File: src/rtl/dual_blocking_out_gen.sv
// rtl/dual_blocking_out_gen.sv - two-channel sync/notify producer of running unsigned and signed values
// Alternating (A then B) or parallel section sequencing, with wrap or saturate on the signed path.
module dual_blocking_out_gen #(
    parameter int DATA_W   = 32,
    parameter int U_INIT   = 13,
    parameter int S_INIT   = -7,
    parameter int U_STEP   = 3,
    parameter int S_STEP   = -2,
    parameter bit S_SAT    = 1'b0,
    parameter bit PAR_MODE = 1'b0,
    parameter int CNT_W    = 16
) (
    input  logic                     clk,
    input  logic                     rst,
    output logic        [DATA_W-1:0] u_out,
    input  logic                     u_out_sync,
    output logic                     u_out_notify,
    output logic signed [DATA_W-1:0] s_out,
    input  logic                     s_out_sync,
    output logic                     s_out_notify,
    output logic        [1:0]        section_o,
    output logic        [CNT_W-1:0]  round_cnt
);

    typedef enum logic [1:0] {
        SEC_A  = 2'd0,
        SEC_B  = 2'd1,
        SEC_AB = 2'd2
    } sec_e;

    localparam logic [DATA_W-1:0] U_INIT_V = DATA_W'(U_INIT);
    localparam logic [DATA_W-1:0] S_INIT_V = DATA_W'(S_INIT);
    localparam logic [DATA_W-1:0] U_STEP_V = DATA_W'(U_STEP);
    localparam logic [DATA_W:0]   S_STEP_X = (DATA_W+1)'(S_STEP);
    localparam logic [DATA_W-1:0] S_MAX    = {1'b0, {(DATA_W-1){1'b1}}};
    localparam logic [DATA_W-1:0] S_MIN    = {1'b1, {(DATA_W-1){1'b0}}};
    // In alternate mode the signed channel is idle at reset, so its data starts at zero.
    localparam logic [DATA_W-1:0] S_OUT_RST = PAR_MODE ? S_INIT_V : '0;

    sec_e              sec_q, sec_d;
    logic [DATA_W-1:0] u_acc_q, u_acc_d;
    logic [DATA_W-1:0] s_acc_q, s_acc_d;
    logic [DATA_W-1:0] u_out_q, u_out_d;
    logic [DATA_W-1:0] s_out_q, s_out_d;
    logic              u_notify_q, u_notify_d;
    logic              s_notify_q, s_notify_d;
    logic              u_done_q, u_done_d;
    logic              s_done_q, s_done_d;
    logic [CNT_W-1:0]  round_q, round_d;

    logic [DATA_W-1:0] u_next;
    logic [DATA_W:0]   s_sum;
    logic [DATA_W-1:0] s_next;
    logic              u_xfer;
    logic              s_xfer;

    always_comb begin
        u_xfer = u_notify_q & u_out_sync;
        s_xfer = s_notify_q & s_out_sync;
        u_next = u_acc_q + U_STEP_V;
        // Sign-extended sum; the top two bits disagree exactly on signed overflow.
        s_sum  = {s_acc_q[DATA_W-1], s_acc_q} + S_STEP_X;
        if (S_SAT && (s_sum[DATA_W] != s_sum[DATA_W-1])) begin
            s_next = s_sum[DATA_W] ? S_MIN : S_MAX;
        end else begin
            s_next = s_sum[DATA_W-1:0];
        end

        sec_d      = sec_q;
        u_acc_d    = u_acc_q;
        s_acc_d    = s_acc_q;
        u_out_d    = u_out_q;
        s_out_d    = s_out_q;
        u_notify_d = u_notify_q;
        s_notify_d = s_notify_q;
        u_done_d   = u_done_q;
        s_done_d   = s_done_q;
        round_d    = round_q;

        case (sec_q)
            SEC_A: begin
                if (u_xfer) begin
                    u_notify_d = 1'b0;
                    u_acc_d    = u_next;
                    s_out_d    = s_acc_q;
                    s_notify_d = 1'b1;
                    sec_d      = SEC_B;
                end
            end
            SEC_B: begin
                if (s_xfer) begin
                    s_notify_d = 1'b0;
                    s_acc_d    = s_next;
                    u_out_d    = u_acc_q;
                    u_notify_d = 1'b1;
                    round_d    = round_q + CNT_W'(1);
                    sec_d      = SEC_A;
                end
            end
            default: begin
                if (u_xfer) begin
                    u_notify_d = 1'b0;
                    u_acc_d    = u_next;
                    u_done_d   = 1'b1;
                end
                if (s_xfer) begin
                    s_notify_d = 1'b0;
                    s_acc_d    = s_next;
                    s_done_d   = 1'b1;
                end
                // Round closes when both channels have been taken, in either order or together.
                if ((u_done_q | u_xfer) && (s_done_q | s_xfer)) begin
                    u_notify_d = 1'b1;
                    s_notify_d = 1'b1;
                    u_out_d    = u_acc_d;
                    s_out_d    = s_acc_d;
                    u_done_d   = 1'b0;
                    s_done_d   = 1'b0;
                    round_d    = round_q + CNT_W'(1);
                end
            end
        endcase
    end

    always_ff @(posedge clk or posedge rst) begin
        if (rst) begin
            if (PAR_MODE) begin
                sec_q <= SEC_AB;
            end else begin
                sec_q <= SEC_A;
            end
            u_acc_q    <= U_INIT_V;
            s_acc_q    <= S_INIT_V;
            u_out_q    <= U_INIT_V;
            s_out_q    <= S_OUT_RST;
            u_notify_q <= 1'b1;
            s_notify_q <= PAR_MODE;
            u_done_q   <= 1'b0;
            s_done_q   <= 1'b0;
            round_q    <= '0;
        end else begin
            sec_q      <= sec_d;
            u_acc_q    <= u_acc_d;
            s_acc_q    <= s_acc_d;
            u_out_q    <= u_out_d;
            s_out_q    <= s_out_d;
            u_notify_q <= u_notify_d;
            s_notify_q <= s_notify_d;
            u_done_q   <= u_done_d;
            s_done_q   <= s_done_d;
            round_q    <= round_d;
        end
    end

    assign u_out        = u_out_q;
    assign s_out        = s_out_q;
    assign u_out_notify = u_notify_q;
    assign s_out_notify = s_notify_q;
    assign section_o    = sec_q;
    assign round_cnt    = round_q;

endmodule
File: config.mk
export PLATFORM = sky130hd
export DESIGN_NAME = dual_blocking_out_gen
export DESIGN_NICKNAME = d
export VERILOG_FILES = /design/src/rtl/dual_blocking_out_gen.sv
export SDC_FILE = /design/constraint.sdc
export NUM_CORES = 1
export LEC_CHECK = 0
export ABC_CLOCK_PERIOD_IN_PS = 5800
export CORE_ASPECT_RATIO = 0.7
export CORE_MARGIN = 1.5
export CORE_UTILIZATION = 45
export CTS_CLUSTER_SIZE = 30
export DETAILED_ROUTE_END_ITERATION = 6
export MAX_ROUTING_LAYER = met4
export PLACE_DENSITY = 0.79
export SYNTH_ARGS = -nofsm -noshare
export SYNTH_HDL_FRONTEND = slang
export SYNTH_SLANG_ARGS = --single-unit
File: constraint.sdc
create_clock -name clk -period 5.8 [get_ports clk]
set_input_delay 0.87 -clock clk [delete_from_list [all_inputs] [get_ports clk]]
set_output_delay 0.87 -clock clk [all_outputs]
set_load 0.05 [all_outputs]
# --- After elaboration in Yosys (flattened, before gate mapping) ---
# Cells that the tools add are included.
op_classes:
  n_lt_le_gt_ge: 0
  n_bitwise: 7
  div: 0
  shifts: 0
  eq_ne: 3
  reduce_logical: 13
  n_addsub: 3
  mul: 0
  mux: 24
op_table:
  columns: ["op", "n"]
  rows:
  - ["two-way mux 32 bit", 6]
  - ["case mux 32 bit (2 select lines)", 2]
  - ["adder 32 x 2 -> 32 bit (second input constant)", 2]
  - ["two-way mux 16 bit", 2]
  - ["case mux 16 bit (2 select lines)", 1]
  - ["adder 16 x 1 -> 16 bit (second input constant)", 1]
  - ["nonzero test 2 bit", 5]
  - ["AND reduction 3 bit", 3]
  - ["two-way mux 1 bit", 8]
  - ["two-way mux 2 bit", 2]
  - ["!= test 2 bit (second input constant)", 2]
  - ["case mux 1 bit (2 select lines)", 2]
  - ["case mux 2 bit (2 select lines)", 1]
  - ["AND reduction 2 bit", 2]
  - ["inverter 1 bit", 3]
  - ["AND 1 bit", 2]
  - ["== test 2 x 1 -> 1 bit (second input constant)", 1]
  - ["zero test 2 bit", 1]
  - ["OR 1 bit", 2]
  - ["OR reduction 2 bit", 1]
  - ["logical AND 1 bit", 1]
totals:
  latchBits: 0
  ram_bits: 0
  mem_bits_ro: 0
  elab_cells: 60
  input_bits: 4
  ff_bits: 150
  out_inout_bits: 84
  memories: 0

# --- Longest topological paths before layout ---
# Gate-level depths: netlist of run 1.
depth:
  word_depth: 5
  mapped_depth: 7
  ltp_nobuf: 6

# --- Least setup slack after synthesis of run 1 ---
# Ideal clock, no wire load.
synth_timing:
  kind: "input-to-reg"
  startpoint: "input port u_out_sync"
  endpoint: "register s_out_q[11] (netlist: s_out[11])"
  arrival_time_ns: 2.013
  setup_slack_ns: 3.662
  t_required_ns: 5.675
  setup_ns: 0.125
  path_stages: 4
  n_path_buf: 2
  path_cell_list: "nand3b_1 > clkbuf_1 > buf_2 > mux2_2"
synth_via:
  elab_chain_cells: 5
  elab_cells_between_ends: 6
  classes_between: "eq/ne: 1; bitwise: 2; reduce/logical: 3"
synth_rtl:
  columns: ["element", "line", "text"]
  rows:
  - ["from (decl)", "16", "input logic u_out_sync,"]
  - ["AND 1 bit *", "58", "u_xfer = u_notify_q & u_out_sync;"]
  - ["OR 1 bit", "112", "if ((u_done_q | u_xfer) && (s_done_q | s_xfer)) begin"]
  - ["logical AND 1 bit", "112", null]
  - ["nonzero test 2 bit (no source line)", null, null]
  - ["AND reduction 3 bit (no source line) *", null, null]
  - ["to (signal assigned)", "146", "s_out_q <= s_out_d;"]
  - ["to (decl)", "44", "logic [DATA_W-1:0] s_out_q, s_out_d;"]
# Mark *: on every way between the ends. The rest lies on a longest branch, timed or not.
# A chain may end at the register's enable or synchronous reset.

# --- Final worst setup path of run 1 ---
layout_timing:
  startpoint: "input port s_out_sync"
  endpoint: "register s_acc_q[28]"
layout_via:
  elab_chain_cells: 2
layout_rtl:
  columns: ["element", "line", "text"]
  rows:
  - ["from (decl)", "19", "input logic s_out_sync,"]
  - ["AND 1 bit", "59", "s_xfer = s_notify_q & s_out_sync;"]
  - ["two-way mux 32 bit", null, null]
  - ["to (signal assigned)", "133", "s_acc_q <= S_INIT_V;"]
  - ["to (signal assigned)", "144", "s_acc_q <= s_acc_d;"]
  - ["to (decl)", "42", "logic [DATA_W-1:0] s_acc_q, s_acc_d;"]
# No other way between the ends.

==> results of run 1 <==
-- layer usage --
layer	track usage	vias up	wire length, um
li1	-	1966	-
met1	0.265	2060	6130
met2	0.302	94	5920
met3	0.0575	10	565
met4	0.0571	0	97
met5	-	-	0
-- report_power, final --
| group | leakage, nW | internal [mW] | switching [mW] |
|---|---|---|---|
| clock network | 0.245 | 0.569 | 0.378 |
| registers | 1.90 | 1.02 | 0.000000000000000135 |
| logic | 1.40 | 0.00252 | 0.0212 |
| total | 3.54 | 1.59 | 0.399 |
-- critical path: cells and delay by family --
family | cells | cell delay (ps)
and+or+nand+nor | 3 | 1740
xor gates and xnor gates | 1 | 180
buffers and inverters | 1 | 520
-- state kept, by name (all words and copies together), names as in the netlist --
signal        flops
section_o         1
u_acc_q          32
s_acc_q          31
u_out            32
round_cnt        16
s_out            32
s_out_notify      1
u_out_notify      1
-- logic make-up after synthesis --
| logic type | share of synthesized area |
|---|---|
| simple gates | 0.189 |
| flops | 0.600 |
| xor+xnor | 0.107 |
| mux | 0.0713 |
| buf+inv | 0.0179 |
| compound gates | 0.00853 |
| fa+ha+maj | 0.00609 |
| other cells | 0.000609 |
-- layout by cell type, fill, tap and decap left out, types with 3 or more instances in the layout --
cell type        instances
dfrtp_1                110
nand2_1                 94
clkdlybuf4s50_1         86
xnor2_1                 49
mux2_2                  38
dfstp_2                 36
xor2_1                  26
nand4_1                 26
nor2_1                  18
clkbuf_16               17
nor3_1                  16
nand3_1                 15
nor4_1                  11
clkbuf_1                11
inv_1                    8
and3_1                   8
or3_1                    5
o21ai_0                  5
buf_4                    4
nand4b_1                 3
nor3b_1                  3
nand2b_1                 3
nor3_2                   3
ha_1                     3
-- worst paths after layout --
kind / startpoint / to / cells after the start
hold / removal: u_out[6]$_DFFE_PP0P_ / u_out[6]$_DFFE_PP0P_ / 2
hold reg to reg: u_out[6]$_DFFE_PP0P_ / u_out[6]$_DFFE_PP0P_ / 2
setup / recovery: s_out_sync / s_acc_q[28]$_DFFE_PP1P_ / 5
max in group asynchronous: rst / u_acc_q[3]$_DFFE_PP1N_ / 3
setup reg to reg: section_o[0]$_DFFE_PP0P_ / s_acc_q[28]$_DFFE_PP1P_ / 4
min in group asynchronous: rst / s_out[14]$_DFFE_PP0P_ / 2
-- through the flow --
step	power [mW]	setup slack [ps]
finish	1.99	2810
detailed placement	1.06	2470
global route	2.06	2590
CTS	2.01	2850
global placement	1.06	2550
floorplan	1.05	1070
-- cell type report --
| type | instances | share of cell area |
|---|---|---|
| clock buffers | 30 | 0.0640 |
| clock inverters | 2 | 0.00130 |
| well taps | 185 | 0.0300 |
| multi-input cells | 349 | 0.305 |
| flip-flops and latches | 146 | 0.479 |
| repair buffers | 90 | 0.115 |
| inverters | 9 | 0.00502 |
==> impl_metrics.env, run 1 <==
export IMPL_outcome="finished clean"
export IMPL_grt_start_max_net_pins=108
export IMPL_placed_cells=779
export IMPL_setup_viol_count_final=0
export IMPL_cts_root_buf="clkbuf_16"
export IMPL_yosys_warnings=0
export IMPL_slew_violations=0
export IMPL_grt_pass1_vias=4275
export IMPL_holdWs_ps=473
export IMPL_synth_cell_types=41
export IMPL_critPathRequiredTime_ps=6130
export IMPL_die_x_um=143
export IMPL_yosysMostFrequentCell="dfrtp_1"
export IMPL_syn_area_per_cell_um2=11.8
export IMPL_grt_pass1_wl_mm=21.5
export IMPL_synth_area_leader_cell="dfrtp_1"
export IMPL_remaining_drc_errors=0
export IMPL_critPathSlowestCell="and3_2"
export IMPL_dpl_hpwl_mm=8.64
export IMPL_initial_core_util=0.464
export IMPL_synth_cells=521
export IMPL_antenna_cells_inserted=0
export IMPL_cts_hold_buffers_added=0
export IMPL_fin_crit_sh=0.515
export IMPL_start_kind="primary input"
export IMPL_worstMarginPinSlew_ps=932
export IMPL_final_util=0.582
export IMPL_endpoint_kind="flop"
export IMPL_fin_nets=620
export IMPL_multi_input_area_um2=2360
export IMPL_ys_ff_latch=146
export IMPL_crit_path_max_fanout=46
export IMPL_syn_area_um2=6160
export IMPL_rsz0062_at_grt="false"
export IMPL_async_flop_share=1.00
export IMPL_cts_buffer_depth=2
export IMPL_track_usage=0.200
export IMPL_final_cell_count_no_fill=811
export IMPL_crit_path_max_incr_delay_ps=800
export IMPL_synth_top_area_share=0.447
export IMPL_powerDensity_nw_per_um2=258
export IMPL_register_area_um2=3700
export IMPL_place_area_um2=7210
export IMPL_crit_chain="clkdlybuf4s50_1, and3_2, nand4_2, nor4_1, xor2_1"
export IMPL_antenna_found_initial=0
export IMPL_cts_setup_buffers=0
export IMPL_ys_flop_type="dfrtp_1"
export IMPL_skew_ps=9.13
export IMPL_clkTransAtPathRegs_ps=50
export IMPL_final_cell_area_um2=7720
export IMPL_ys_seq_area_frac=0.600
export IMPL_final_antenna_net_count=0
export IMPL_wirelength_mm=12.7
export IMPL_cts_tree="built"
export IMPL_clock_fmax_ghz=0.335
export IMPL_ir_worst_vdd_v=0.000224
export IMPL_drive_above_1_share=0.181
export IMPL_dieHeight_um=101
export IMPL_setup_tns_final_ps=0
export IMPL_hold_class="flop to flop"
export IMPL_fill_cells=1086
export IMPL_grt_ovfl_total=0
export IMPL_cts_made_buffers=17
export IMPL_slew_headroom=0.378
export IMPL_synth_edf_count=0
export IMPL_worstSkewPairLatency_ps=410
export IMPL_hold_viol=0
export IMPL_initialDrtViolationCount=264
export IMPL_num_rows=35
export IMPL_cts_resized=0
export IMPL_path_class="primary input to flop"
export IMPL_maxCapViolations=0
export IMPL_r2r_slack_ps=3300
export IMPL_cts_sinks=146
export IMPL_gp_congestion=0.797
export IMPL_dieArea_um2=14400
export IMPL_ys_top_cells_by_area="dfrtp_1, dfstp_2, xnor2_1, mux2_2, nand2_1"
export IMPL_io_pins=88
export IMPL_wl_per_cell_um=15.7
export IMPL_route_vias_total=4130
export IMPL_p_leak_nw=3.54
export IMPL_dr_pass1_iters=4
export IMPL_period_needed_ps=2990
export IMPL_ys_top_cells_by_count="dfrtp_1, nand2_1, xnor2_1"
export IMPL_core_area_um2=13300
export IMPL_area_delta_synth_final_pct=25.3
export IMPL_via_per_inst=5.09
export IMPL_syn_nets=528
export IMPL_htree_levels=4
export IMPL_port_buffers=86
export IMPL_critPathArrivalTime_ps=3320
Power figures use the tool's default switching activity.
==> run 2, diff against run 1 <==
--- a/config.mk
+++ b/config.mk
@@ -5,7 +5,7 @@
 export SDC_FILE = /design/constraint.sdc
 export NUM_CORES = 1
 export LEC_CHECK = 0
-export ABC_CLOCK_PERIOD_IN_PS = 5800
+export ABC_CLOCK_PERIOD_IN_PS = 2800
 export CORE_ASPECT_RATIO = 0.7
 export CORE_MARGIN = 1.5
 export CORE_UTILIZATION = 45
==> constraint.sdc (replaced) <==
create_clock -name clk -period 2.8 [get_ports clk]
set_input_delay 0.42 -clock clk [delete_from_list [all_inputs] [get_ports clk]]
set_output_delay 0.42 -clock clk [all_outputs]
set_load 0.05 [all_outputs]
==> run 2 against run 1 <==
Combinational power rose to 2.5 times the previous value. Power increased by 130%. Sequential share of layout area shrank 1.2 points. Via count rose by 2.4%. First-iteration DRC count rose by 11%. Clock-buffer cell count is 8 lower. Critical endpoint is now u_out_notify. Largest cell class unchanged. Largest power group is now clock.
==> impl_metrics.env, run 2 (synthesis gave the netlist of run 1 again) <==
export IMPL_layout_commonest_cell="dfrtp_1"
export IMPL_remaining_drc_errors=0
export IMPL_period_needed_ps=2220
export IMPL_final_antenna_net_count=0
export IMPL_grt_ovfl_total=0
export IMPL_grt_start_max_net_pins=39
export IMPL_wirelength_mm=13.0
export IMPL_grt_pass1_vias=4288
export IMPL_cts_made_buffers=17
export IMPL_critPathSlowestCell="clkdlybuf4s50_1"
export IMPL_p_leak_nw=3.64
export IMPL_slew_headroom=0.370
export IMPL_dieHeight_um=101
export IMPL_die_x_um=143
export IMPL_pre_cts_ws_ps=401
export IMPL_num_rows=35
export IMPL_worstMarginPinSlew_ps=938
export IMPL_cts_hold_buffers_added=0
export IMPL_initialDrtViolationCount=294
export IMPL_cp_top_family="buffers and inverters"
export IMPL_dpl_hpwl_mm=9.01
export IMPL_gp_congestion=0.862
export IMPL_crit_path_max_fanout=4
export IMPL_final_cell_mix="dfrtp_1, nand2_1, clkdlybuf4s50_1"
export IMPL_fin_nets=628
export IMPL_hold_viol=0
export IMPL_path_class="flop to primary output"
export IMPL_outcome="finished clean"
export IMPL_setup_slack_ps=584
export IMPL_route_vias_total=4230
export IMPL_cts_tree="built"
export IMPL_endpoint_kind="primary output"
export IMPL_antenna_found_initial=0
export IMPL_setup_viol_count_final=0
export IMPL_antenna_cells_inserted=0
export IMPL_setup_tns_final_ps=0
export IMPL_crit_chain="clkdlybuf4s50_1"
export IMPL_skew_ps=11.5
export IMPL_cts_setup_buffers=0
export IMPL_initial_core_util=0.464
export IMPL_crit_buf_inv=1
export IMPL_via_per_inst=5.16
export IMPL_dr_pass1_iters=5
export IMPL_io_pins=88
export IMPL_grt_pass1_wl_mm=21.7
export IMPL_cts_buffer_depth=2
export IMPL_clock_fmax_ghz=0.451
export IMPL_rsz0062_at_grt="false"
export IMPL_start_kind="flop"
export IMPL_cts_sinks=146
export IMPL_powerDensity_nw_per_um2=574
export IMPL_maxCapViolations=0
export IMPL_fin_crit_sh=0.792
export IMPL_htree_levels=4
export IMPL_slew_violations=0
export IMPL_crit_path_max_incr_delay_ps=810
export IMPL_critPathRequiredTime_ps=2380
export IMPL_drive_above_1_share=0.200
export IMPL_cts_resized=0
export IMPL_ir_worst_vdd_v=0.000449
export IMPL_track_usage=0.203
export IMPL_cts_root_buf="clkbuf_16"
export IMPL_totalPowerFinal_mw=4.55
export IMPL_clkTransAtPathRegs_ps=70
export IMPL_dieArea_um2=14400
export IMPL_port_buffers=86
export IMPL_critPathArrivalTime_ps=1800
export IMPL_final_util=0.597
export IMPL_worstSkewPairLatency_ps=430
export IMPL_core_area_um2=13300
export IMPL_wl_per_cell_um=15.9
export IMPL_area_delta_synth_final_pct=28.6
export IMPL_hold_class="flop to flop"
-- run 2: cell types whose count changed in the layout (fill, tap and decap cells not counted), sizes merged --
| cell | before | now |
|---|---|---|
| buf | 4 | 12 |
| clkbuf | 30 | 22 |
| bufinv | 0 | 4 |
| clkinvlp | 0 | 3 |
| clkinv | 2 | 4 |
| inv | 9 | 8 |
-- run 2: final timing paths --
| check | from | end | slack, ps | depth (start not counted) |
|---|---|---|---|---|
| setup / recovery | u_out_notify$_DFFE_PP1P_ | u_out_notify | 580 | 1 |
| hold / removal | u_out[14]$_DFFE_PP0P_ | u_out[14]$_DFFE_PP0P_ | 470 | 2 |
| setup reg to reg | s_acc_q[1]$_DFFE_PP0P_ | s_acc_q[27]$_DFFE_PP1P_ | 660 | 6 |
| hold reg to reg | u_out[14]$_DFFE_PP0P_ | u_out[14]$_DFFE_PP0P_ | 470 | 2 |
| max in group asynchronous | rst | s_acc_q[21]$_DFFE_PP1P_ | 1610 | 3 |
| min in group asynchronous | rst | u_out[17]$_DFFE_PP0P_ | 490 | 2 |
-- run 2: report_power, final --
part	switching [mW]	internal (mW)	total, mW
logic	0.0452	0.0145	0.0597
clock network	0.864	1.51	2.37
registers	0.000000000000000294	2.11	2.11
total	0.909	3.64	4.55
-- run 2: through the flow --
step | hold slack (ps) | instance area, um2 | instances
final | 474 | 7920 | 819
after floorplan | 445 | 6160 | 521
after global routing | 493 | 7920 | 819
after detailed placement | 464 | 7310 | 787
after global placement | 458 | 7310 | 787
after CTS | 479 | 7920 | 819
-- run 2: routing by layer --
metal	up-vias	share of wire	global-route usage
li1	1970	-	-
met1	2108	0.47	0.276
met2	131	0.46	0.287
met3	21	0.053	0.0485
met4	0	0.021	0.0928
met5	-	0	-
-- run 2: layout make-up --
cell class              instances  area [um2]
inverters                       9        37.5
flip-flops and latches        146        3700
clock inverters                10         159
well taps                     185         231
multi-input cells             349        2350
repair buffers                 98         988
fillers                      1038        5350
clock buffers                  22         454
==> run 3, diff against run 2 <==
--- a/config.mk
+++ b/config.mk
@@ -5,7 +5,7 @@
 export SDC_FILE = /design/constraint.sdc
 export NUM_CORES = 1
 export LEC_CHECK = 0
-export ABC_CLOCK_PERIOD_IN_PS = 2800
+export ABC_CLOCK_PERIOD_IN_PS = 2200
 export CORE_ASPECT_RATIO = 0.7
 export CORE_MARGIN = 1.5
 export CORE_UTILIZATION = 45
==> constraint.sdc (replaced) <==
create_clock -name clk -period 2.2 [get_ports clk]
set_input_delay 0.33 -clock clk [delete_from_list [all_inputs] [get_ports clk]]
set_output_delay 0.33 -clock clk [all_outputs]
set_load 0.05 [all_outputs]
==> run 3 against run 2 <==
First-iteration DRC count is 48% lower. Core utilization is 0.31 points higher. Routed wire length hardly changed. Clock-buffer cell count stayed put. Critical path depth stayed put. Power is 23% higher. Clock power is 19% higher. Die area stayed put. Final area is 0.52% higher. Combinational power is 17% higher. Non-clock buffer count is 7 higher. Critical path type unchanged. Largest cell class unchanged.
==> impl_metrics.env, run 3 (synthesis gave the netlist of run 1 again) <==
export IMPL_cts_buffer_depth=2
export IMPL_drive_above_1_share=0.214
export IMPL_maxCapViolations=0
export IMPL_worstMarginPinSlew_ps=560
export IMPL_path_class="flop to primary output"
export IMPL_cts_root_buf="clkbuf_16"
export IMPL_rsz0062_at_grt="false"
export IMPL_clock_fmax_ghz=0.472
export IMPL_slew_violations=0
export IMPL_cts_tree="built"
export IMPL_cts_made_buffers=17
export IMPL_cts_setup_buffers=0
export IMPL_num_rows=35
export IMPL_dieArea_um2=14400
export IMPL_dieHeight_um=101
export IMPL_gp_congestion=0.804
export IMPL_slew_headroom=0.626
export IMPL_crit_path_max_incr_delay_ps=810
export IMPL_final_cell_mix="dfrtp_1, nand2_1, clkdlybuf4s50_1"
export IMPL_hold_class="primary input to async pin"
export IMPL_final_util=0.600
export IMPL_p_leak_nw=3.66
export IMPL_cp_top_family="buffers and inverters"
export IMPL_crit_start="u_out_notify$_DFFE_PP1P_"
export IMPL_critPathRequiredTime_ps=1870
export IMPL_start_kind="flop"
export IMPL_worstSkewPairLatency_ps=420
export IMPL_powerDensity_nw_per_um2=701
export IMPL_htree_levels=4
export IMPL_via_per_inst=5.08
export IMPL_core_area_um2=13300
export IMPL_dr_pass1_iters=4
export IMPL_antenna_cells_inserted=0
export IMPL_grt_ovfl_total=0
export IMPL_ir_worst_vdd_v=0.000520
export IMPL_dpl_hpwl_mm=8.97
export IMPL_layout_commonest_cell="dfrtp_1"
export IMPL_cts_sinks=146
export IMPL_setup_slack_ps=82.4
export IMPL_setup_tns_final_ps=0
export IMPL_place_area_um2=7370
export IMPL_period_needed_ps=2120
export IMPL_grt_start_max_net_pins=76
export IMPL_grt_pass1_wl_mm=21.8
export IMPL_initialDrtViolationCount=154
export IMPL_endpoint_kind="primary output"
export IMPL_crit_chain="clkdlybuf4s50_1"
export IMPL_setup_viol_count_final=0
export IMPL_crit_path_max_fanout=4
export IMPL_skew_ps=15.5
export IMPL_fin_nets=635
export IMPL_r2r_start="u_out_notify$_DFFE_PP1P_"
export IMPL_final_antenna_net_count=0
export IMPL_fin_crit_sh=0.963
export IMPL_r2r_slack_ps=220
export IMPL_crit_buf_inv=1
export IMPL_hold_viol=0
export IMPL_critPathSlowestCell="clkdlybuf4s50_1"
export IMPL_grt_pass1_vias=4296
export IMPL_port_buffers=86
export IMPL_totalPowerFinal_mw=5.58
export IMPL_fill_cells=1043
export IMPL_wirelength_mm=13.0
export IMPL_outcome="finished clean"
export IMPL_track_usage=0.202
export IMPL_remaining_drc_errors=0
export IMPL_io_pins=88
export IMPL_pre_cts_ws_ps=10.1
export IMPL_die_x_um=143
export IMPL_initial_core_util=0.464
export IMPL_route_vias_total=4197
export IMPL_antenna_found_initial=0
export IMPL_critPathArrivalTime_ps=1790
export IMPL_wl_per_cell_um=15.7
export IMPL_area_delta_synth_final_pct=29.3
export IMPL_clkTransAtPathRegs_ps=60
export IMPL_final_cell_area_um2=7960
[run 3: cell types whose count changed in the layout (fill, tap and decap cells not counted), sizes merged]
cell | previous run | this run
clkinvlp | 3 | 5
buf | 12 | 19
bufinv | 4 | 2
[run 3: worst paths after layout]
kind | depth (start not counted) | to
setup / recovery | 1 | u_out_notify
max in group asynchronous | 3 | s_acc_q[4]$_DFFE_PP1P_
hold reg to reg | 2 | u_out[10]$_DFFE_PP0P_
hold / removal | 3 | u_acc_q[14]$_DFFE_PP0N_
setup reg to reg | 5 | u_acc_q[24]$_DFFE_PP0N_
min in group clk | 2 | u_out[10]$_DFFE_PP0P_
[run 3: stage by stage]
step	std cells	hold WS, ps
5_1_grt	826	465
3_3_place_gp	794	454
3_5_place_dp	794	452
4_1_cts	826	423
2_1_floorplan	521	439
6_report	826	404
[run 3: area by class of cell]
class                      instances  area (um2)  area share
clock buffer                      22         474      0.0595
clock inverter                    10         110      0.0138
inverter                           9        37.5     0.00471
multi-input combinational        349        2360       0.296
sequential                       146        3700       0.464
tap                              185         231      0.0291
timing repair buffer             105        1050       0.132
[run 3: repair_timing]
item | in CTS | in global routing
hold buffers | 0 | 0
endpoints found under the hold margin | 0 | 0
endpoints found under the setup margin | 0 | 5
gates resized for setup | 0 | 1
[run 3: power breakdown]
group	internal [mW]	switching, mW
Combinational	0.0128	0.0573
Sequential	2.69	0.000000000000000309
Clock	1.75	1.07
[run 3: tightest hold or removal path: cells and delay by family]
kind	cells	cell delay [ps]
buffers and inverters	3	900
[run 3: layer usage]
layer	part of all wire	global-route usage	routed length, um	vias to the layer above
met1	0.48	0.272	6260	2100
met4	0.0099	0.0626	129	0
met2	0.47	0.305	6110	83
met5	0	-	0	-
met3	0.038	0.0475	498	15
li1	-	-	-	1999
==> edit 1: new RTL, settings of run 1 <==
Set the parameter `DATA_W` to 40 (it was 32).
--- a/src/rtl/dual_blocking_out_gen.sv
+++ b/src/rtl/dual_blocking_out_gen.sv
@@ -1,7 +1,7 @@
 // rtl/dual_blocking_out_gen.sv - two-channel sync/notify producer of running unsigned and signed values
 // Alternating (A then B) or parallel section sequencing, with wrap or saturate on the signed path.
 module dual_blocking_out_gen #(
-    parameter int DATA_W   = 32,
+    parameter int DATA_W   = 40,
     parameter int U_INIT   = 13,
     parameter int S_INIT   = -7,
     parameter int U_STEP   = 3,
Ports: changed (resized s_out and u_out); port bits go from 88 to 104. The function was not compared with the original's and may differ.
==> edit 1 against run 1 <==
- cell count grew 18%
- highest routed layer unchanged
- critical path depth increased by 1
- sequential power grew 22%
- design area increased by 19%
- combinational power up 20%
- area after synthesis is 20% higher
- wire length increased by 19%
- worst hold slack got worse by 0.0053 ns
- count of clock-buffer cells in the layout shrank 3
- setup slack got worse by 0.34 ns
- sequential cell count up 32
- power increased by 19%
- clock skew about the same
==> edit 1: results (changes against run 1) <==
Layout
The share of final-layout standard cells stronger than drive strength 1 is 18.5% (was 18.1%). The filler-free cell count of the finished design is 960 (was 811). The final net count came to 734 (was 620).

GRT
The met3 routing resource usage after global routing is 6.18% (was 5.75%). The via count of the first global-routing pass is 4885 (was 4275). The overall routing resource usage was 19.6% (was 20.0%). The met1 track utilization from global routing came to 26.7% (was 26.5%). The met2 capacity usage during global routing is 27.4% (was 30.2%).

The wire length of the first global-routing pass came to 24800 um (was 21500 um). The maximum number of pins on one net before global-route repair was 80 (was 108).

Outcome
Status: finished, final reports clean (unchanged).

Placed design
The placed instance area is 8650 um2 (was 7210 um2). The final weighted congestion in routability-driven placement was 0.814 (was 0.797). The setup slack at placement is 1.98 ns (was 2.47 ns). The number of buffers added on ports is 102 (was 86).

Critical path
The peak fanout along the critical path was 37 (was 46). The worst reg2reg path endpoint was s_out[10] (was s_acc_q[28]). The count of cells along the worst register-to-register path is 5 (was 4).

The internal reg-to-reg setup slack is 2.95 ns (was 3.30 ns).

Power
The maximum vdd ir drop came to 0.210 mV (was 0.224 mV). The leakage dissipation is 4.37 nW (was 3.54 nW).

Clocking
The worst-skew pair later-pin latency is 0.43 ns (was 0.41 ns).

Synthesis
Cell types with the highest counts after synthesis: 134 x dfrtp_1, 114 x nand2_1, 56 x xnor2_1 (was 110 x dfrtp_1, 94 x nand2_1, 49 x xnor2_1). The post-synthesis cell type count came to 38 (was 41). The number of nets in the synthesized netlist is 628 (was 528). Synth area leaders: dfrtp_1 45%, dfstp_2 16%, mux2_2 7.8% (was dfrtp_1 45%, dfstp_2 15%, xnor2_1 7.0%). The mean instance size in the synthesized netlist came to 11.9 um2 (was 11.8 um2).

STA
The slew of the pin with the lowest slew margin is 0.923 ns (was 0.932 ns). The worst setup slack after layout came to 2.47 ns (was 2.81 ns).

Route
The initial DRC count came to 241 (was 264). The average wire per standard cell is 15.8 um (was 15.7 um).

Worst hold path
The launch point of the worst hold path is s_out[0] (was u_out[6]).
[edit 1: layout make-up]
| cell class | count | area [um2] |
|---|---|---|
| Clock inverter | 5 | 81.3 |
| Sequential cell | 178 | 4510 |
| Clock buffer | 27 | 483 |
| Multi-Input combinational cell | 415 | 2780 |
| Timing Repair Buffer | 105 | 1040 |
| Tap cell | 220 | 275 |
| Fill cell | 1282 | 6570 |
| Inverter | 10 | 42.5 |
[edit 1: metal layers]
layer	wire [um]	up-vias
met5	0	-
met4	235	0
met3	1010	20
met2	6540	126
met1	7400	2468
li1	-	2305
[edit 1: worst max path at each step]
stage / from / to / slack, ns / depth (start not counted)
2_1_floorplan: rst / round_cnt[0] / 0.17 / 1
3_3_place_gp: s_out_sync / s_out[10] / 2.07 / 6
3_5_place_dp: s_out_sync / s_out[10] / 1.98 / 6
4_1_cts: s_out_sync / s_out[10] / 2.44 / 6
5_1_grt: s_out_sync / s_out[10] / 2.28 / 6
6_report: s_out_sync / s_out[10] / 2.47 / 6
[edit 1: logic make-up after synthesis]
family	count (synthesis)	share of synthesized area, %
and+or+nand+nor	261	17.8
DFF	178	61.0
xor gates and xnor gates	92	11.0
muxes	51	7.76
buffers and inverters	28	1.51
AOI/OAI and AO/OA	7	0.473
adders and majority gates	3	0.507
other	1	0.0507
[edit 1: worst max-delay path: stages]
cell	delay [ns]
clkdlybuf4s50_1	0.53
nand3_2	0.62
or3b_1	0.74
or4_4	0.47
xnor2_2	0.15
mux2_2	0.26
[edit 1: power by group through the flow]
stage          Combinational, mW  Clock [mW]  Sequential, mW
2_1_floorplan             0.0198           0            1.26
4_1_cts                   0.0305        1.12            1.24
6_report                  0.0284        1.10            1.24
3_3_place_gp              0.0292           0            1.26
5_1_grt                   0.0343        1.18            1.24
3_5_place_dp              0.0304           0            1.26
==> edit 2: new RTL, flow settings as in run 1 <==
Without the edit above. Add an input register stage for `u_out_sync` and `s_out_sync`; this delays them by one clock.
--- a/src/rtl/dual_blocking_out_gen.sv
+++ b/src/rtl/dual_blocking_out_gen.sv
@@ -37,6 +37,14 @@
     // In alternate mode the signed channel is idle at reset, so its data starts at zero.
     localparam logic [DATA_W-1:0] S_OUT_RST = PAR_MODE ? S_INIT_V : '0;
 
+    logic u_out_sync_q;
+    logic s_out_sync_q;
+
+    always_ff @(posedge clk) begin
+        u_out_sync_q <= u_out_sync;
+        s_out_sync_q <= s_out_sync;
+    end
+
     sec_e              sec_q, sec_d;
     logic [DATA_W-1:0] u_acc_q, u_acc_d;
     logic [DATA_W-1:0] s_acc_q, s_acc_d;
@@ -55,8 +63,8 @@
     logic              s_xfer;
 
     always_comb begin
-        u_xfer = u_notify_q & u_out_sync;
-        s_xfer = s_notify_q & s_out_sync;
+        u_xfer = u_notify_q & u_out_sync_q;
+        s_xfer = s_notify_q & s_out_sync_q;
         u_next = u_acc_q + U_STEP_V;
         // Sign-extended sum; the top two bits disagree exactly on signed overflow.
         s_sum  = {s_acc_q[DATA_W-1], s_acc_q} + S_STEP_X;
Check against the original RTL: not equivalent (Yosys sat finds a counterexample within 4 cycles, from zero or initial values and one cycle with rst high).
==> edit 2 against run 1 <==
- setup slack gained 0.35 ns
- critical path type is now reg -> out
- sequential share of layout area decreased by 0.29 points
- area after synthesis rose by 0.65%
- clock power grew 15%
- power rose by 7.8%
- core utilization grew 0.80 points
- sequential cell count up 2
- worst hold slack better by 0.0034 ns
- wire length grew 2.2%
- die area up 0.64%
- design area up 1.7%
- largest power group is now the clock network
- critical endpoint is now u_out_notify
- synthesized cell count is 0.38% higher
==> edit 2: results (changes against run 1) <==
Layout
The share of final-layout standard cells stronger than drive strength 1 is 19.6% (was 18.1%). The sequential cell area is 3740 um2 (was 3700 um2). The filler-free cell count of the finished design is 814 (was 811). The clock network contribution to total cell area was 7.55% (was 6.53%).

The final core utilization is 59.0% (was 58.2%).

Route
The aggregate routed wire length came to 13000 um (was 12700 um). The number of detailed-routing iterations run before antenna repair is 5 (was 4).

GRT
The via count of the first global-routing pass is 4224 (was 4275).

Power
The clock group power is 1.09 mW (was 947 uW). The leakage dissipation is 3.61 nW (was 3.54 nW).

Synthesis
The number of nets in the synthesized netlist came to 530 (was 528). The number of storage elements in the synthesis netlist is 148 (was 146). The fraction of synthesis flops using an asynchronous set or reset pin is 98.6% (was 100%). The mux contribution to synthesized area came to 7.08% (was 7.13%). Synth area leaders: dfrtp_1 44%, dfstp_2 15%, xnor2_1 6.9% (was dfrtp_1 45%, dfstp_2 15%, xnor2_1 7.0%). The post-synthesis cell type count is 42 (was 41).

The adder-cell share of the synthesized area is 0.605% (was 0.609%). The area share of xor/xnor cells in the synthesized design is 10.6% (was 10.7%). The sequential element share of the synthesized area is 60.3% (was 60.0%).

Placed design
The count of placed standard cells including taps is 781 (was 779). The post-DP HPWL was 8700 um (was 8640 um). The placed instance area was 7250 um2 (was 7210 um2).

Clocking
The clock input transition at the sequential cells of the worst setup and hold paths is 0.07 ns (was 0.05 ns).

STA
The maximum clock skew at final layout was 0.0112 ns (was 0.00913 ns).

Outcome
Status: finished, final reports clean (unchanged).

Floorplanning
The floorplan die area was 14500 um2 (was 14400 um2).

Critical path
The arrival time at the worst endpoint is 1.76 ns (was 3.32 ns).
==> edit 2: worst paths after layout <==
kind / slack (ns) / from / depth (start not counted) / endpoint
setup / recovery: 3.17 / u_out_notify / 1 / u_out_notify
hold / removal: 0.48 / u_out[18] / 2 / u_out[18]
setup reg to reg: 3.23 / s_out_notify / 4 / s_acc_q[20]
hold reg to reg: 0.48 / u_out[18] / 2 / u_out[18]
max in group asynchronous: 3.58 / rst / 3 / s_out[27]
min in group asynchronous: 0.98 / rst / 2 / s_out[0]
==> edit 2: cells by family after synthesis <==
kind of cell | after synthesis
and+or+nand+nor | 222
AOI/OAI and AO/OA | 9
buffers and inverters | 26
xor gates and xnor gates | 75
other | 1
adders and majority gates | 3
DFF | 148
muxes | 39
==> edit 2: metal layers <==
metal	up-vias	global-route usage (%)	wire [um]
li1	1978	-	-
met1	2080	26.8	6260
met2	92	28.9	6080
met3	13	4.78	495
met4	0	6.91	148
met5	-	-	0
